==> src/rtl/rx_ctrl_pkg.sv <==
// Shared state encoding, frame length and ALU command codes for the receive framer.
// Defining RX_CHECKSUM_EN adds a trailing XOR check byte (six-byte frames).
package rx_ctrl_pkg;

    typedef enum logic [2:0] {
        IDLE,
        A_HI,
        B_LO,
        B_HI,
        CMD,
        CHK
    } rx_state_t;

`ifdef RX_CHECKSUM_EN
    localparam int unsigned FRAME_BYTES = 6;
`else
    localparam int unsigned FRAME_BYTES = 5;
`endif

    localparam logic [7:0] CMD_ADD = 8'h00;
    localparam logic [7:0] CMD_SUB = 8'h01;
    localparam logic [7:0] CMD_AND = 8'h02;
    localparam logic [7:0] CMD_OR  = 8'h03;

endpackage

==> src/rtl/rx_timeout_timer.sv <==
// Inter-byte idle counter: expire fires on the last allowed idle clock unless cleared.
// TIMEOUT_CYCLES = 0 removes the counter and ties expire low.
module rx_timeout_timer #(
    parameter int unsigned TIMEOUT_CYCLES = 1_000_000
) (
    input  logic clk,
    input  logic reset,
    input  logic clear,
    input  logic enable,
    output logic expire
);

    localparam int unsigned CNT_W = $clog2(TIMEOUT_CYCLES + 1);

    generate
        if (TIMEOUT_CYCLES == 0) begin : g_off
            logic unused_inputs;
            assign unused_inputs = &{1'b0, clk, reset, clear, enable};
            assign expire = 1'b0;
        end else begin : g_on
            logic [CNT_W-1:0] count;

            assign expire = enable && !clear && (count == CNT_W'(TIMEOUT_CYCLES - 1));

            always_ff @(posedge clk or negedge reset) begin
                if (!reset) begin
                    count <= '0;
                end else if (clear || !enable || expire) begin
                    count <= '0;
                end else begin
                    count <= count + CNT_W'(1);
                end
            end
        end
    endgenerate

endmodule

==> src/rtl/rx_control.sv <==
// Receive framer: assembles A(16) B(16) CMD(8) from UART bytes, low byte first.
// Optional RX_CHECKSUM_EN appends an XOR check byte validated before the frame is released.
module rx_control
    import rx_ctrl_pkg::*;
#(
    parameter int unsigned TIMEOUT_CYCLES = 1_000_000
) (
    input  logic        clk,
    input  logic        reset,
    input  logic        rx_ready,
    input  logic [7:0]  rx_data,
    output logic [15:0] op_a,
    output logic [15:0] op_b,
    output logic [7:0]  op_cmd,
    output logic        frame_valid,
    output logic        frame_error,
    output logic        busy
);

    rx_state_t   state;
    logic [15:0] sh_a;
    logic [15:0] sh_b;
    logic        expire;
`ifdef RX_CHECKSUM_EN
    logic [7:0]  sh_cmd;
    logic [7:0]  chk_acc;
`endif

    rx_timeout_timer #(
        .TIMEOUT_CYCLES(TIMEOUT_CYCLES)
    ) u_timer (
        .clk   (clk),
        .reset (reset),
        .clear (rx_ready),
        .enable(state != IDLE),
        .expire(expire)
    );

    assign busy = (state != IDLE);

    always_ff @(posedge clk or negedge reset) begin
        if (!reset) begin
            state       <= IDLE;
            sh_a        <= '0;
            sh_b        <= '0;
            op_a        <= '0;
            op_b        <= '0;
            op_cmd      <= '0;
            frame_valid <= 1'b0;
            frame_error <= 1'b0;
`ifdef RX_CHECKSUM_EN
            sh_cmd      <= '0;
            chk_acc     <= '0;
`endif
        end else begin
            frame_valid <= 1'b0;
            frame_error <= 1'b0;
            // A byte always takes priority over a coincident timeout expiry.
            if (rx_ready) begin
`ifdef RX_CHECKSUM_EN
                chk_acc <= (state == IDLE) ? rx_data : (chk_acc ^ rx_data);
`endif
                case (state)
                    IDLE: begin
                        sh_a[7:0] <= rx_data;
                        state     <= A_HI;
                    end
                    A_HI: begin
                        sh_a[15:8] <= rx_data;
                        state      <= B_LO;
                    end
                    B_LO: begin
                        sh_b[7:0] <= rx_data;
                        state     <= B_HI;
                    end
                    B_HI: begin
                        sh_b[15:8] <= rx_data;
                        state      <= CMD;
                    end
                    CMD: begin
`ifdef RX_CHECKSUM_EN
                        sh_cmd <= rx_data;
                        state  <= CHK;
`else
                        op_a        <= sh_a;
                        op_b        <= sh_b;
                        op_cmd      <= rx_data;
                        frame_valid <= 1'b1;
                        state       <= IDLE;
`endif
                    end
`ifdef RX_CHECKSUM_EN
                    CHK: begin
                        if (rx_data == chk_acc) begin
                            op_a        <= sh_a;
                            op_b        <= sh_b;
                            op_cmd      <= sh_cmd;
                            frame_valid <= 1'b1;
                        end else begin
                            frame_error <= 1'b1;
                        end
                        state <= IDLE;
                    end
`endif
                    default: state <= IDLE;
                endcase
            end else if (expire) begin
                state       <= IDLE;
                frame_error <= 1'b1;
            end
        end
    end

endmodule
==> config.mk <==
export PLATFORM = sky130hd
export DESIGN_NAME = rx_control
export DESIGN_NICKNAME = d
export VERILOG_FILES = /design/src/rtl/rx_ctrl_pkg.sv /design/src/rtl/rx_timeout_timer.sv /design/src/rtl/rx_control.sv
export SDC_FILE = /design/constraint.sdc
export NUM_CORES = 1
export LEC_CHECK = 0
export CORE_MARGIN = 2
export CORE_UTILIZATION = 47
export DETAILED_ROUTE_END_ITERATION = 16
export HOLD_SLACK_MARGIN = 0.03
export PLACE_DENSITY = 0.72
export SYNTH_ARGS = -nofsm -noshare
export SYNTH_HDL_FRONTEND = slang
export SYNTH_SLANG_ARGS = --single-unit
==> constraint.sdc <==
create_clock -name clk -period 2.6 [get_ports clk]
set_input_delay 0.65 -clock clk [delete_from_list [all_inputs] [get_ports clk]]
set_output_delay 0.65 -clock clk [all_outputs]
set_load 0.02 [all_outputs]
==> metrics.yaml, run 1 <==
numPortBuffers: 53
ctsLongestPathBuffers: 2
synth_top_flop_cell: "dfrtp_1"
dp_cells: 435
crit_start: "state[1]$_DFFE_PN0P_"
cts_hold_buf: 0
nets: 353
slew-limit-headroom_pct: 61.10
slowest_stage: "clkdlybuf4s50_1"
cts_sinks: 97
place_ws_ns: 0.2181
grt_max_degree: 67
rsz0062_at_grt: "no"
hpwl_um: 4706
fin_area_um2: 4828
htreeDepth: 3
cp_cell_sequence: "nor3_2 -> inv_1 -> clkdlybuf4s50_1"
drive_gt1_share_pct: 30.92
drc: 0
final_util_pct: 59.06
start_util_pct: 48.32
critPathCapture: "busy"
r2r-start: "u_timer.g_on.count[0]$_DFF_PN0_"
finalWirelength_um: 7147
synth_top_family_by_area: "multiplexers"
hold_violations: 0
antenna_left: 0
grt_pass1_vias: 2400
ys_types: 37
die_h_um: 95.68
syn_nets: 293
avgSynthCellArea_um2: 14.06
crit_type: "flip-flop to primary output"
fp.dieW_um: 95.68
ioPinCount: 54
setup_viol: 0
p_per_area_nw_per_um2: 1088
setup_tns_ns: 0
p_leak_nw: 2.010
fmax_ghz: 0.4195
fin_ws_ns: 0.2161
period_share_pct: 91.69
cp_num_cells: 3
cts_inserted_buffers: 9
min_path_type: "primary input to async pin"
grt_use_total_pct: 17.46
grt_overflow: 0
cts_tree: "done"
synth_xor_area_share_pct: 3.326
outcome: "completed"
place_area_um2: 4631
layout_commonest_cell: "dfrtp_1"
clk_pin_slew_worst_paths_ns: 0.11
arrival_ns: 1.73
ir_drop_mv: 0.5736
fp-row-count: 33
critPathCaptureType: "primary output"
synthSimpleGateAreaFrac_pct: 10.67
stdcell_count: 451
vias: 2365
synth_edf_count: 0
insertedDiodeCount: 0
drt-initial-drc-count: 205
clk_latency_ns: 0.36
synth_mux_area_share_pct: 20.78
cts-root-buf: "clkbuf_8"
first_pass_iters: 4
netlist_instances: 281
synth_compound_area_share_pct: 1.615
postSynth.asyncResetShare_pct: 100.0
worst_pin_slew_ns: 0.5781
synth_seq_cells: 97
min_period_ns: 2.384
worst_r2r_path_depth: 5
synth_fa_ha_area_share_pct: 0.3168
maxCapViolations: 0
r2r_slack_ns: 0.51
antenna_found_initial: 0
routedWlPerCell_um: 15.85
cp-start-kind: "flip-flop"
coreArea_um2: 8175
required_ns: 1.95
drv_slew: 0
die_area_um2: 9154
area_growth_pct: 22.24
gp_congestion: 0.7765
crit_path_max_fanout: 7
crit_family: "buffers and inverters"
critPathBufInv: 2
synth_warnings: 0
critPathMaxStageDelay_ns: 0.54
clock_skew_ns: 0.02124
r2r_end: "u_timer.g_on.count[13]$_DFF_PN0_"
vias_per_cell: 5.244
final_cell_mix: "97 x dfrtp_1, 72 x mux2_2, 52 x clkdlybuf4s50_1"
grt_pass1_wl_um: 11970
seq_area_frac_synth_pct: 61.45
netlist_area_um2: 3950
## worst min-delay path by stage
stage | startpoint | end | slack, ns | cells after the start
2_1_floorplan | reset | frame_error$_DFF_PN0_ | 0.35 | 0
3_3_place_gp | u_timer.g_on.count[0]$_DFF_PN0_ | u_timer.g_on.count[0]$_DFF_PN0_ | 0.47 | 1
3_5_place_dp | u_timer.g_on.count[0]$_DFF_PN0_ | u_timer.g_on.count[0]$_DFF_PN0_ | 0.48 | 1
4_1_cts | reset | op_a[2]$_DFFE_PN0P_ | 0.24 | 1
5_1_grt | reset | op_a[2]$_DFFE_PN0P_ | 0.24 | 1
6_report | reset | op_a[2]$_DFFE_PN0P_ | 0.23 | 1
## kinds of logic (layout without fill, tap and decap cells)
family,Yosys count,count (layout)
AO/OA/AOI/OAI,9,9
XOR/XNOR,15,15
adder cells (fa/ha/maj),1,1
buffers and inverters,15,80
flip-flops,97,97
multiplexers,73,73
AND/OR/NAND/NOR,71,71
## worst reg2reg max path, cell delays in order (launching register included)
cell and delay (ns):
dfrtp_1 0.40, ha_1 0.21, nand3_2 0.21, or4_4 0.61
o21ai_4 0.42, nor2_1 0.11
## state kept, by name, indices dropped and copies added (netlist names)
signal              count
u_timer.g_on.count     20
op_a                   16
frame_valid             1
op_b                   16
frame_error             1
op_cmd                  8
sh_b                   16
sh_a                   16
state                   3
## power breakdown
part | internal [mW] | total, mW | switching [mW]
Combinational | 1.06 | 1.89 | 0.830
Sequential | 2.09 | 2.42 | 0.331
Clock | 0.395 | 0.944 | 0.549
Total | 3.54 | 5.25 | 1.71
## layout make-up
| cell class | instances | area (um^2) |
|---|---|---|
| Clock buffer | 10 | 137.6 |
| Clock inverter | 6 | 55.05 |
| Fill cell | 649 | 3347 |
| Inverter | 5 | 18.77 |
| Multi-Input combinational cell | 169 | 1460 |
| Sequential cell | 97 | 2427 |
| Tap cell | 105 | 131.4 |
| Timing Repair Buffer | 59 | 598.1 |
## synthesized netlist by cell type (all sizes together), types with 2 or more instances
| library cell | n | area share, % |
|---|---|---|
| dfrtp | 97 | 61 |
| clkbuf | 3 | 0.32 |
| nand2b | 4 | 0.63 |
| mux2 | 72 | 21 |
| xnor2 | 14 | 3.1 |
| nor4 | 6 | 1.1 |
| a21oi | 3 | 0.38 |
| nand2 | 6 | 0.57 |
| buf | 7 | 1.0 |
| nor4b | 3 | 0.67 |
| nor2 | 22 | 2.1 |
| nand3 | 6 | 0.89 |
| nor3b | 2 | 0.63 |
| o21ai | 3 | 0.67 |
| nor3 | 10 | 1.4 |
| inv | 5 | 0.48 |
| nand4 | 6 | 1.5 |
| or4 | 2 | 0.48 |
## routing by layer
layer / track usage (%) / share of wire [%] / vias to the layer above
met3: 5.296 / 4.3 / 7
met4: 4.286 / 1.0 / 0
met1: 25.34 / 48 / 1196
met5: 0 / 0 / -
met2: 25.82 / 47 / 47
li1: - / - / 1115
## metrics by stage
step	total power [mW]	hold slack (ns)
after floorplan	3.465	0.3544
after global placement	4.304	0.4747
after detailed placement	4.359	0.4842
after CTS	5.310	0.2369
after global routing	5.571	0.2402
final	5.253	0.2308
## repair_timing
item                       in CTS  in global routing
setup endpoints to repair       0                  1
setup buffers                   0                  0
gates resized for setup         0                  1
Note: power is estimated with default switching activity, not from simulation.
==> inputs of run 2 (changes only) <==
Settings changed: DONT_BUFFER_PORTS set to 1, PLACE_DENSITY 0.72 to 0.64.
==> run 2 against run 1 <==
Against the previous run: the run now ends with negative hold slack left; setup slack gained 0.32 ns; final area down 11%; sequential power grew 17%.
==> metrics.yaml, run 2 (synthesized netlist as in run 1, its figures left out) <==
power.share.sequential_pct: 61.4
drv_slew: 0
setup_tns_ns: 0
r2r_end: "u_timer.g_on.count[12]$_DFF_PN0_"
rsz0062_at_grt: "no"
outcome: "complete, but fails checks"
die_area_um2: 9154
start_util_pct: 48.32
antenna_found_initial: 0
violations: "negative hold slack"
setup_viol: 0
gp_congestion: 0.8125
fmax_ghz: 0.4840
min_period_ns: 2.066
p_sw_share_pct: 34.13
fillers: 684
final_cell_mix: "97 x dfrtp_1, 72 x mux2_2, 22 x nor2_1"
routedWlPerCell_um: 16.60
insertedDiodeCount: 0
r2r_slack_ns: 0.53
clk_pin_slew_worst_paths_ns: 0.10
period_share_pct: 79.47
ctsLongestPathBuffers: 2
htreeDepth: 3
grt_pass1_wl_um: 10810
total_power_mw: 4.592
drc: 0
cts-root-buf: "clkbuf_8"
grt_max_degree: 98
arrival_ns: 2.28
grt_overflow: 0
first_pass_iters: 4
hold_ws_ns: -0.01010
drive_gt1_share_pct: 35.84
worst_pin_slew_ns: 0.6423
regMostFlops: "u_timer.g_on.count"
antenna_left: 0
area_growth_pct: 8.236
nets: 300
cp-start-kind: "flip-flop"
fp-row-count: 33
crit_type: "flip-flop to flip-flop"
p_per_area_nw_per_um2: 1074
dp_cells: 382
place_area_um2: 4078
vias_per_cell: 5.440
hold_violations: 36
grt_use_total_pct: 15.42
p_leak_nw: 1.803
r2r-start: "u_timer.g_on.count[0]$_DFF_PN0_"
fp.dieW_um: 95.68
cts_inserted_buffers: 9
power.share.combinational_pct: 18.2
crit_start: "u_timer.g_on.count[0]$_DFF_PN0_"
stdcell_count: 398
crit_path_max_fanout: 17
p_int_mw: 3.024
die_h_um: 95.68
required_ns: 2.82
largest_reg_flops: 20
slew-limit-headroom_pct: 56.96
pwr-share-clk_pct: 20.4
hpwl_um: 4247
coreArea_um2: 8175
finalWirelength_um: 6605
cts_sinks: 97
vias: 2165
ioPinCount: 54
numPortBuffers: 0
grt_pass1_vias: 2125
ir_drop_mv: 0.5109
drt-initial-drc-count: 72
fin_area_um2: 4275
p_sw_mw: 1.567
clk_latency_ns: 0.35
critPathCapture: "u_timer.g_on.count[12]$_DFF_PN0_"
cts_tree: "done"
worst_r2r_path_depth: 5
maxCapViolations: 0
clock_skew_ns: 0.01132
layout_commonest_cell: "dfrtp_1"
min_path_type: "primary input to async pin"
critPathCaptureType: "flip-flop"
run 2: what timing repair did:
action | 4_1_cts | 5_1_grt
hold endpoints to repair | 97 | 97
resized for setup | 0 | 0
buffers inserted | 0 | 0
run 2: worst max-delay path, stage by stage, from the launching register on:
cell and delay [ns]:
dfrtp_1 0.40, ha_1 0.22, nand3_2 0.20, or4_4 0.60, o21ai_4 0.40, nor2_1 0.10
run 2: worst min-delay path by stage:
stage | start | to | slack (ns) | cells after the start
3_3_place_gp | reset | frame_error$_DFF_PN0_ | 0.36 | 0
5_1_grt | reset | op_a[5]$_DFFE_PN0P_ | -0.05 | 0
4_1_cts | reset | op_cmd[5]$_DFFE_PN0P_ | -0.03 | 0
3_5_place_dp | reset | u_timer.g_on.count[5]$_DFF_PN0_ | 0.36 | 0
2_1_floorplan | reset | frame_error$_DFF_PN0_ | 0.35 | 0
6_report | reset | u_timer.g_on.count[5]$_DFF_PN0_ | -0.01 | 0
run 2: per-layer routing:
layer | routed length, um | GRT usage [%] | vias to the layer above
met5 | 0 | 0 | -
met4 | 69 | 5.357 | 0
met3 | 338 | 4.980 | 7
met2 | 3011 | 22.20 | 40
met1 | 3186 | 21.95 | 1110
li1 | - | - | 1008
run 2: cell type report:
type,count,area (um^2),share of cell area [%]
inverters,5,18.77,0.4390
flip-flops and latches,97,2427,56.78
well taps,105,131.4,3.073
clock buffers,10,137.6,3.219
repair buffers,6,45.04,1.054
clock inverters,6,60.06,1.405
multi-input cells,169,1455,34.04
run 2: power groups by stage:
stage               combinational, mW  sequential, mW  clock (mW)
floorplan                       0.749            2.72           0
global placement                0.817            2.84           0
detailed placement              0.848            2.87           0
CTS                             0.852            2.83       0.973
global route                    0.911            2.91        1.04
finish                          0.834            2.82       0.939
run 2: stage by stage:
| step | setup slack, ns | utilization [%] |
|---|---|---|
| floorplan | 0.6936 | - |
| global placement | 0.6009 | 49.88 |
| detailed placement | 0.5544 | 49.88 |
| CTS | 0.5267 | 52.30 |
| global route | 0.3985 | 52.30 |
| finish | 0.5338 | 52.30 |
